===== src/rtl/mem_pkg.sv =====
// Shared types and helpers for the memory/writeback stage.
// Holds the FSM state encoding, the funct3 access codes and the legality check.
package mem_pkg;

    typedef enum logic [1:0] {
        IDLE,
        REQ,
        RESP
    } state_t;

    localparam logic [2:0] F3_B  = 3'b000;
    localparam logic [2:0] F3_H  = 3'b001;
    localparam logic [2:0] F3_W  = 3'b010;
    localparam logic [2:0] F3_BU = 3'b100;
    localparam logic [2:0] F3_HU = 3'b101;

    // Legal means: exactly one of load/store, a valid size code for that
    // direction, and natural alignment for the access size.
    function automatic logic access_ok(
        input logic       is_load,
        input logic       is_store,
        input logic [2:0] funct3,
        input logic [1:0] addr
    );
        logic ok;
        ok = 1'b0;
        if (is_load && !is_store) begin
            case (funct3)
                F3_B, F3_BU: ok = 1'b1;
                F3_H, F3_HU: ok = !addr[0];
                F3_W:        ok = (addr == 2'b00);
                default:     ok = 1'b0;
            endcase
        end else if (is_store && !is_load) begin
            case (funct3)
                F3_B:    ok = 1'b1;
                F3_H:    ok = !addr[0];
                F3_W:    ok = (addr == 2'b00);
                default: ok = 1'b0;
            endcase
        end
        return ok;
    endfunction

endpackage


===== src/rtl/mem_stage_load_extend.sv =====
// Load-data lane selection and sign/zero extension.
// Purely combinational; the caller registers the result.
module load_extend
    import mem_pkg::*;
(
    input  logic [31:0] rdata,
    input  logic [1:0]  addr,
    input  logic [2:0]  funct3,
    output logic [31:0] value
);

    logic [7:0]  byte_lane;
    logic [15:0] half_lane;

    always_comb begin
        case (addr)
            2'd0:    byte_lane = rdata[7:0];
            2'd1:    byte_lane = rdata[15:8];
            2'd2:    byte_lane = rdata[23:16];
            default: byte_lane = rdata[31:24];
        endcase
        half_lane = addr[1] ? rdata[31:16] : rdata[15:0];

        case (funct3)
            F3_B:    value = {{24{byte_lane[7]}}, byte_lane};
            F3_BU:   value = {24'd0, byte_lane};
            F3_H:    value = {{16{half_lane[15]}}, half_lane};
            F3_HU:   value = {16'd0, half_lane};
            default: value = rdata;
        endcase
    end

endmodule


===== src/rtl/mem_stage.sv =====
// Memory/writeback stage: byte/half/word loads and stores over a req/gnt +
// rvalid handshake, with a registered writeback triple and optional timeout.
module mem_stage
    import mem_pkg::*;
#(
    parameter int unsigned TIMEOUT = 0,
    parameter int unsigned TO_W    = 8
) (
    input  logic        clk,
    input  logic        rst_n,
    input  logic        ex_valid,
    input  logic [31:0] ex_result,
    input  logic [31:0] ex_store_data,
    input  logic [2:0]  ex_funct3,
    input  logic        ex_is_load,
    input  logic        ex_is_store,
    input  logic [4:0]  ex_rd,
    input  logic        ex_reg_we,
    output logic        stall,
    output logic        dmem_req,
    output logic        dmem_we,
    output logic [31:0] dmem_addr,
    output logic [31:0] dmem_wdata,
    output logic [3:0]  dmem_wmask,
    input  logic        dmem_gnt,
    input  logic        dmem_rvalid,
    input  logic [31:0] dmem_rdata,
    output logic        wb_valid,
    output logic [31:0] wb_data,
    output logic [4:0]  wb_rd,
    output logic        wb_reg_we,
    output logic        mem_fault
);

    localparam logic [TO_W-1:0] TO_LAST = TO_W'((TIMEOUT > 0) ? TIMEOUT - 1 : 0);

    state_t          state;
    logic [31:0]     addr_q;
    logic [31:0]     data_q;
    logic [2:0]      f3_q;
    logic [4:0]      rd_q;
    logic            we_q;
    logic            load_q;
    logic [TO_W-1:0] to_cnt;
    logic [31:0]     load_value;
    logic            ex_mem;
    logic            ex_ok;
    logic            timed_out;

    assign ex_mem    = ex_is_load | ex_is_store;
    assign ex_ok     = access_ok(ex_is_load, ex_is_store, ex_funct3, ex_result[1:0]);
    assign timed_out = (TIMEOUT != 0) && (to_cnt >= TO_LAST);

    // The request side is a function of captured state only, so it stays
    // stable while waiting for the grant.
    assign stall     = (state != IDLE);
    assign dmem_req  = (state == REQ);
    assign dmem_we   = !load_q;
    assign dmem_addr = {addr_q[31:2], 2'b00};

    always_comb begin
        dmem_wdata = data_q;
        dmem_wmask = 4'b0000;
        if (!load_q) begin
            case (f3_q)
                F3_B: begin
                    dmem_wdata = {4{data_q[7:0]}};
                    dmem_wmask = 4'b0001 << addr_q[1:0];
                end
                F3_H: begin
                    dmem_wdata = {2{data_q[15:0]}};
                    dmem_wmask = 4'b0011 << addr_q[1:0];
                end
                default: dmem_wmask = 4'b1111;
            endcase
        end
    end

    load_extend u_load_extend (
        .rdata  (dmem_rdata),
        .addr   (addr_q[1:0]),
        .funct3 (f3_q),
        .value  (load_value)
    );

    always_ff @(posedge clk) begin
        if (!rst_n) begin
            state     <= IDLE;
            to_cnt    <= '0;
            addr_q    <= '0;
            data_q    <= '0;
            f3_q      <= '0;
            rd_q      <= '0;
            we_q      <= 1'b0;
            load_q    <= 1'b0;
            wb_valid  <= 1'b0;
            wb_data   <= '0;
            wb_rd     <= '0;
            wb_reg_we <= 1'b0;
            mem_fault <= 1'b0;
        end else begin
            wb_valid  <= 1'b0;
            mem_fault <= 1'b0;
            case (state)
                IDLE: begin
                    if (ex_valid) begin
                        addr_q <= ex_result;
                        data_q <= ex_store_data;
                        f3_q   <= ex_funct3;
                        rd_q   <= ex_rd;
                        we_q   <= ex_reg_we;
                        load_q <= ex_is_load;
                        if (!ex_mem) begin
                            wb_valid  <= 1'b1;
                            wb_data   <= ex_result;
                            wb_rd     <= ex_rd;
                            wb_reg_we <= ex_reg_we && (ex_rd != 5'd0);
                        end else if (!ex_ok) begin
                            wb_valid  <= 1'b1;
                            mem_fault <= 1'b1;
                            wb_rd     <= ex_rd;
                            wb_reg_we <= 1'b0;
                        end else begin
                            state  <= REQ;
                            to_cnt <= '0;
                        end
                    end
                end
                REQ: begin
                    // A grant on the final allowed cycle still completes.
                    if (dmem_gnt) begin
                        to_cnt <= to_cnt + 1'b1;
                        if (load_q) begin
                            state <= RESP;
                        end else begin
                            state     <= IDLE;
                            wb_valid  <= 1'b1;
                            wb_rd     <= rd_q;
                            wb_reg_we <= 1'b0;
                        end
                    end else if (timed_out) begin
                        state     <= IDLE;
                        wb_valid  <= 1'b1;
                        mem_fault <= 1'b1;
                        wb_rd     <= rd_q;
                        wb_reg_we <= 1'b0;
                    end else begin
                        to_cnt <= to_cnt + 1'b1;
                    end
                end
                RESP: begin
                    if (dmem_rvalid) begin
                        state     <= IDLE;
                        wb_valid  <= 1'b1;
                        wb_data   <= load_value;
                        wb_rd     <= rd_q;
                        wb_reg_we <= we_q && (rd_q != 5'd0);
                    end else if (timed_out) begin
                        state     <= IDLE;
                        wb_valid  <= 1'b1;
                        mem_fault <= 1'b1;
                        wb_rd     <= rd_q;
                        wb_reg_we <= 1'b0;
                    end else begin
                        to_cnt <= to_cnt + 1'b1;
                    end
                end
                default: state <= IDLE;
            endcase
        end
    end

endmodule


===== config.mk =====
export PLATFORM = sky130hd
export DESIGN_NAME = mem_stage
export DESIGN_NICKNAME = d
export VERILOG_FILES = /design/src/rtl/mem_pkg.sv /design/src/rtl/mem_stage_load_extend.sv /design/src/rtl/mem_stage.sv
export SDC_FILE = /design/constraint.sdc
export NUM_CORES = 1
export LEC_CHECK = 0
export CAP_MARGIN = 20
export CORE_MARGIN = 8
export CORE_UTILIZATION = 45
export DETAILED_ROUTE_END_ITERATION = 8
export HOLD_SLACK_MARGIN = 0.02
export PLACE_DENSITY_LB_ADDON = 0.3
export SETUP_SLACK_MARGIN = 0.5
export SYNTH_ARGS = -nofsm -noshare
export SYNTH_HDL_FRONTEND = slang
export SYNTH_SLANG_ARGS = --single-unit
export TNS_END_PERCENT = 100

===== constraint.sdc =====
create_clock -name clk -period 2.55 [get_ports clk]
set_input_delay 0.51 -clock clk [delete_from_list [all_inputs] [get_ports clk]]
set_output_delay 0.51 -clock clk [all_outputs]
set_load 0.03 [all_outputs]

==> reports/summary.txt, run 1 <==
total core area -> 13,090 um^2
count of maximum capacitance violations -> 0
Final min period -> 2.230 ns
Initial Util -> 45.45%
delay-heaviest family, CP -> flip-flops
fmax -> 448.5 MHz
Critical Path Start Type -> register
RePlAce Congestion -> 0.8764
Routed WL -> 20.34 mm
pin count of the biggest net entering global routing -> 83
Final #Nets -> 1,050
gr ovfl total -> 0
placed cells -> 1,080
Avg WL per Cell -> 18.11 um
Util after Layout -> 68.90%
internal power -> 4.694 mW
Antenna Nets Post-Route -> 0
Hold Crit Class -> register to register
critical-path maximum fanout -> 8
top post-synthesis cells by area -> dfxtp_1, nand2_1, a21oi_1
clock network power share -> 45.3%
Lkg Pwr -> 3.491 nW
fraction of registers with async set/reset -> 0%
Sink Count -> 116
DRT iter0 DRCs -> 631
Die Wd -> 131.0 um
Remaining DRCs -> 0
Diodes inserted -> 0
Pwr Density -> 708.1 nW/um^2
status -> completed
Worst Path Buf+Inv -> 2
Synth area leader -> dfxtp_1
Setup CP Type -> register to primary output
area grow syn2layout -> 51.61%
Die Y -> 131.0 um
setup violators final -> 0
CTS tree -> yes
Final Non-Filler Cells -> 1,123
number of global-route vias before repair -> 5,924
Die Area -> 17,150 um^2
CTS clk-pin slew, worst paths -> 0.05 ns
number of filler cells placed in the layout -> 1,094
sw power -> 1.691 mW
share of cells above drive strength 1 -> 17.74%
Placed Area -> 8075 um^2
Setup Skew -> 0.003785 ns
Final Hold Fails -> 0
Top FF cell, synth -> dfxtp_1
Crit path arrival time -> 1.72 ns
Synth top cells by count -> nand2_1, dfxtp_1, a21oi_1, buf_4, clkbuf_1
CP Cell Sequence -> nor4_4, buf_6, mux2_2, buf_4
via count -> 6,107
clk buf depth -> 2
DP Wirelength -> 14.44 mm
number of CTS-inserted buffers -> 17
Net Sw Frac -> 26.48%
top-area cell type share of the netlist area -> 39.05%
actual slew at the worst max-slew pin -> 0.6521 ns
Post-synth EDFFs -> 0
IO Count -> 223
cell area after synthesis -> 5947 um^2
Flop pwr share -> 31.7%
FP Rows -> 42
WP data required -> 2.04 ns
Ys Warns -> 0
Slew Viols, Final -> 0
Unique masters post-synth -> 53
syn_area_per_cell -> 7.794 um^2
number of synthesized register bits -> 116
fin area -> 9016 um^2
CTS H-tree depth -> 4
total power -> 6.385 mW
clock tree root buffer cell -> clkbuf_16
CP max-delay cell -> dfxtp_2
r2r setup slk -> 0.61 ns
port buffer count -> 220
slew margin rel. -> 56.48%
Combinational Power Share -> 22.9%
drt pass-1 iters -> 7
max incr delay on CP -> 0.35 ns
share of the yosys chip area belonging to registers -> 39.05%
crit share post-route -> 87.44%
first-pass GRT wire length -> 31.13 mm
initial antenna violation count -> 2
final setup TNS -> 0 ns
Crit. End Element -> primary output
gr usage total -> 23.68%
most frequent cell after synthesis -> nand2_1
Clk Latency, worst-skew pair -> 0.41 ns
maximum vdd drop -> 0.0004319 V
Synth Instances -> 763
vias per inst -> 5.438
RSZ-0062 raised after global routing -> yes
==> final timing paths <==
kind	start	end	cells after the start
max	load_q$_SDFFE_PN0P_	dmem_wdata[11]	4
min	addr_q[21]$_SDFFE_PN0P_	addr_q[21]$_SDFFE_PN0P_	2
min reg2reg	addr_q[21]$_SDFFE_PN0P_	addr_q[21]$_SDFFE_PN0P_	2
max reg2reg	state[0]$_SDFFE_PN0P_	wb_rd[0]$_SDFFE_PN0P_	8
==> per-layer routing <==
layer	global-route usage [%]	up-vias	routed length [um]
met1	28.11	2828	8037
met5	0	-	18
li1	-	2941	-
met4	10.06	4	497
met2	37.15	290	9424
met3	9.537	44	2359
==> timing repair <==
item | in CTS | in global routing
setup endpoints to repair | 55 | 53
pin swaps | 5 | 4
endpoints found under the hold margin | 0 | 0
hold buffers | 0 | 0
resized for setup | 120 | 17
buffers inserted | 8 | 1
cloned | 2 | 0
==> sequential cells by signal, summed over array words and instances (netlist names) <==
name,count
wb_data,32
data_q,32
rd_q,5
wb_reg_we,1
wb_valid,1
mem_fault,1
we_q,1
f3_q,3
state,2
load_q,1
addr_q,32
wb_rd,5
==> area by class of cell <==
class,instances,area (um^2),share of cell area (%)
clock inverters,8,215.2,2.387
flip-flops and latches,116,2335,25.90
repair buffers,252,2571,28.52
inverters,13,48.80,0.5412
well taps,176,220.2,2.442
clock buffers,24,511.7,5.676
multi-input cells,534,3114,34.54
==> power by group through the flow <==
stage	combinational, mW	clock, mW	sequential (mW)
4_1_cts	1.46	2.93	2.02
2_1_floorplan	0.728	0	2.13
5_1_grt	1.56	3.03	2.04
3_3_place_gp	1.39	0	2.06
6_report	1.46	2.89	2.03
3_5_place_dp	1.40	0	2.06
==> worst register-to-register path: cells and delay by family (launching register included) <==
family | cells | cell delay, ns
compound gates | 4 | 0.80
flops | 1 | 0.37
buf+inv | 2 | 0.28
fa+ha+maj | 1 | 0.24
simple gates | 1 | 0.15
==> placed cells by master (no fill, tap or decap), types with 16 or more instances in the layout <==
master,count
buf_4,30
dfxtp_1,110
a32o_1,16
a21oi_1,83
clkbuf_16,17
o21ai_0,23
nor2_1,22
nand2_1,201
clkdlybuf4s50_1,181
or2_2,17
==> metrics by stage <==
step | setup slack (ns) | hold slack, ns
after global routing | 0.2735 | 0.4726
final | 0.3204 | 0.4511
after detailed placement | 0.1091 | 0.4461
after floorplan | 0.4113 | 0.4338
after CTS | 0.2913 | 0.4535
after global placement | 0.1191 | 0.4393
==> kinds of logic after synthesis <==
logic type	Yosys count	synth area share [%]
AOI/OAI and AO/OA	206	22.49
buffers and inverters	114	10.46
DFF	116	39.05
and+or+nand+nor	288	21.00
muxes	33	5.954
other	1	0.06306
adders and majority gates	4	0.8416
xor gates and xnor gates	1	0.1473
No activity file was read; power rests on OpenSTA's default activity.
==> run 2: changes to the inputs <==
CORE_MARGIN = not set   (was 8)
SLEW_MARGIN = 40   (was not set)
==> reports/summary.txt, run 2 (synthesis gave the netlist of run 1 again) <==
worst r2r src -> state[0]$_SDFFE_PN0P_
Crit. End Element -> primary output
setup violators final -> 0
Crit path arrival time -> 1.75 ns
actual slew at the worst max-slew pin -> 0.8435 ns
CTS H-tree depth -> 4
Die Y -> 117.0 um
clock tree root buffer cell -> clkbuf_16
Min-Delay Path Depth -> 2
pin count of the biggest net entering global routing -> 83
Hold EP -> addr_q[21]$_SDFFE_PN0P_
share of cells above drive strength 1 -> 18.41%
maximum vdd drop -> 0.0005395 V
fmax -> 442.4 MHz
Antenna Nets Post-Route -> 0
DP Wirelength -> 13.38 mm
IO Count -> 223
Pwr Density -> 627.4 nW/um^2
Initial Util -> 46.56%
final setup TNS -> 0 ns
gr ovfl total -> 0
crit share post-route -> 88.64%
critical-path maximum fanout -> 5
Setup Skew -> 0.008422 ns
via count -> 6,116
gr usage total -> 27.55%
Routed WL -> 19.31 mm
Remaining DRCs -> 0
Clk Latency, worst-skew pair -> 0.42 ns
Slew Viols, Final -> 0
met3 WL -> 1.770 mm
top flop regs -> addr_q (32), data_q (32), wb_data (32)
Util after Layout -> 70.58%
number of global-route vias before repair -> 5,564
FF-to-FF End -> wb_rd[1]$_SDFFE_PN0P_
commonest non-fill, non-tap cell in the layout -> nand2_1
DRT iter0 DRCs -> 465
total core area -> 12,770 um^2
area grow syn2layout -> 51.61%
clk buf depth -> 2
Final Hold Fails -> 0
slew margin rel. -> 43.65%
Avg WL per Cell -> 17.12 um
count of maximum capacitance violations -> 0
CTS tree -> yes
drt pass-1 iters -> 5
status -> completed
most frequent cells in the layout -> nand2_1, clkdlybuf4s50_1, dfxtp_1
port buffer count -> 220
Final Non-Filler Cells -> 1,128
Hold Crit Class -> register to register
initial antenna violation count -> 0
number of CTS-inserted buffers -> 17
Hold Startpoint -> addr_q[21]$_SDFFE_PN0P_
Lkg Pwr -> 3.523 nW
max layer used -> met4
placed cells -> 1,081
Die Area -> 13,680 um^2
Sink Count -> 116
Setup CP Type -> register to primary output
RePlAce Congestion -> 0.8596
FP Rows -> 41
Final min period -> 2.260 ns
Die Wd -> 117.0 um
Diodes inserted -> 0
Critical Path Start Type -> register
metal2 WL -> 9.132 mm
Final #Nets -> 1,062
CTS clk-pin slew, worst paths -> 0.05 ns
worst reg-to-reg path cell count -> 8
first-pass GRT wire length -> 28.29 mm
cts-stage hold buffer count -> 0
DRT met1 WL -> 7.966 mm
WP data required -> 2.04 ns
RSZ-0062 raised after global routing -> yes
r2r setup slk -> 0.56 ns
vias per inst -> 5.422
-- run 2: changes by cell type in the layout (fill, tap and decap cells not counted), moves of 3 or more --
cell       previous run  this run
buf_8                 0         3
mux2_2               15         6
bufinv_16             7         0
mux2_4                1        10
buf_6                 9        26
buf_2                 7         2
clkinv_2              1         4
-- run 2: worst max-delay path, stage by stage, from the launching register on --
cell,delay (ns)
dfxtp_4,0.36
nor3_4,0.30
clkbuf_16,0.22
mux2_4,0.31
buf_6,0.14
-- run 2: final cells by class --
| type | instances | area, um^2 |
|---|---|---|
| clock buffer | 24 | 491.7 |
| clock inverter | 5 | 27.53 |
| fill | 1012 | 3757 |
| inverter | 13 | 52.55 |
| multi-input combinational | 534 | 3147 |
| sequential | 116 | 2342 |
| tap | 172 | 215.2 |
| timing repair buffer | 264 | 2740 |
-- run 2: through the flow --
| stage | power [mW] | cell area, um^2 | setup slack [ns] | hold slack, ns |
|---|---|---|---|---|
| after floorplan | 2.855 | 5976 | 0.4113 | 0.4338 |
| after global placement | 3.431 | 8088 | 0.1104 | 0.4413 |
| after detailed placement | 3.443 | 8090 | 0.1667 | 0.4457 |
| after CTS | 5.599 | 8750 | 0.2988 | 0.4530 |
| after global routing | 5.880 | 9016 | 0.2224 | 0.4665 |
| final | 5.657 | 9016 | 0.2896 | 0.4505 |
-- run 2: worst max-delay path by stage --
stage	startpoint	endpoint	slack (ns)	cells past startpoint
floorplan	f3_q[0]$_SDFFE_PN0P_	dmem_wmask[1]	0.41	4
global placement	ex_is_load	wb_data[18]$_SDFFE_PN0P_	0.11	6
detailed placement	ex_is_load	wb_data[10]$_SDFFE_PN0P_	0.17	7
CTS	load_q$_SDFFE_PN0P_	dmem_wdata[8]	0.30	4
global route	load_q$_SDFFE_PN0P_	dmem_wdata[27]	0.22	6
finish	load_q$_SDFFE_PN0P_	dmem_wdata[17]	0.29	4
-- run 2: what timing repair did --
| item | CTS | global route |
|---|---|---|
| setup endpoints to repair | 38 | 69 |
| gates resized for setup | 136 | 55 |
| pin swaps | 3 | 4 |
| cloned | 1 | 2 |
| buffers inserted | 4 | 11 |
-- run 2: metal layers --
layer | GRT usage (%) | vias to the layer above
met3 | 8.651 | 48
met1 | 33.15 | 2841
met2 | 45.68 | 272
met4 | 11.22 | 0
li1 | - | 2955
met5 | 0 | -
-- run 2: power by group --
part	switching (mW)	total, mW	leakage, nW	internal (mW)
combinational	0.810	1.52	2.31	0.713
sequential	0.0869	2.02	0.958	1.94
clock	0.793	2.11	0.258	1.32
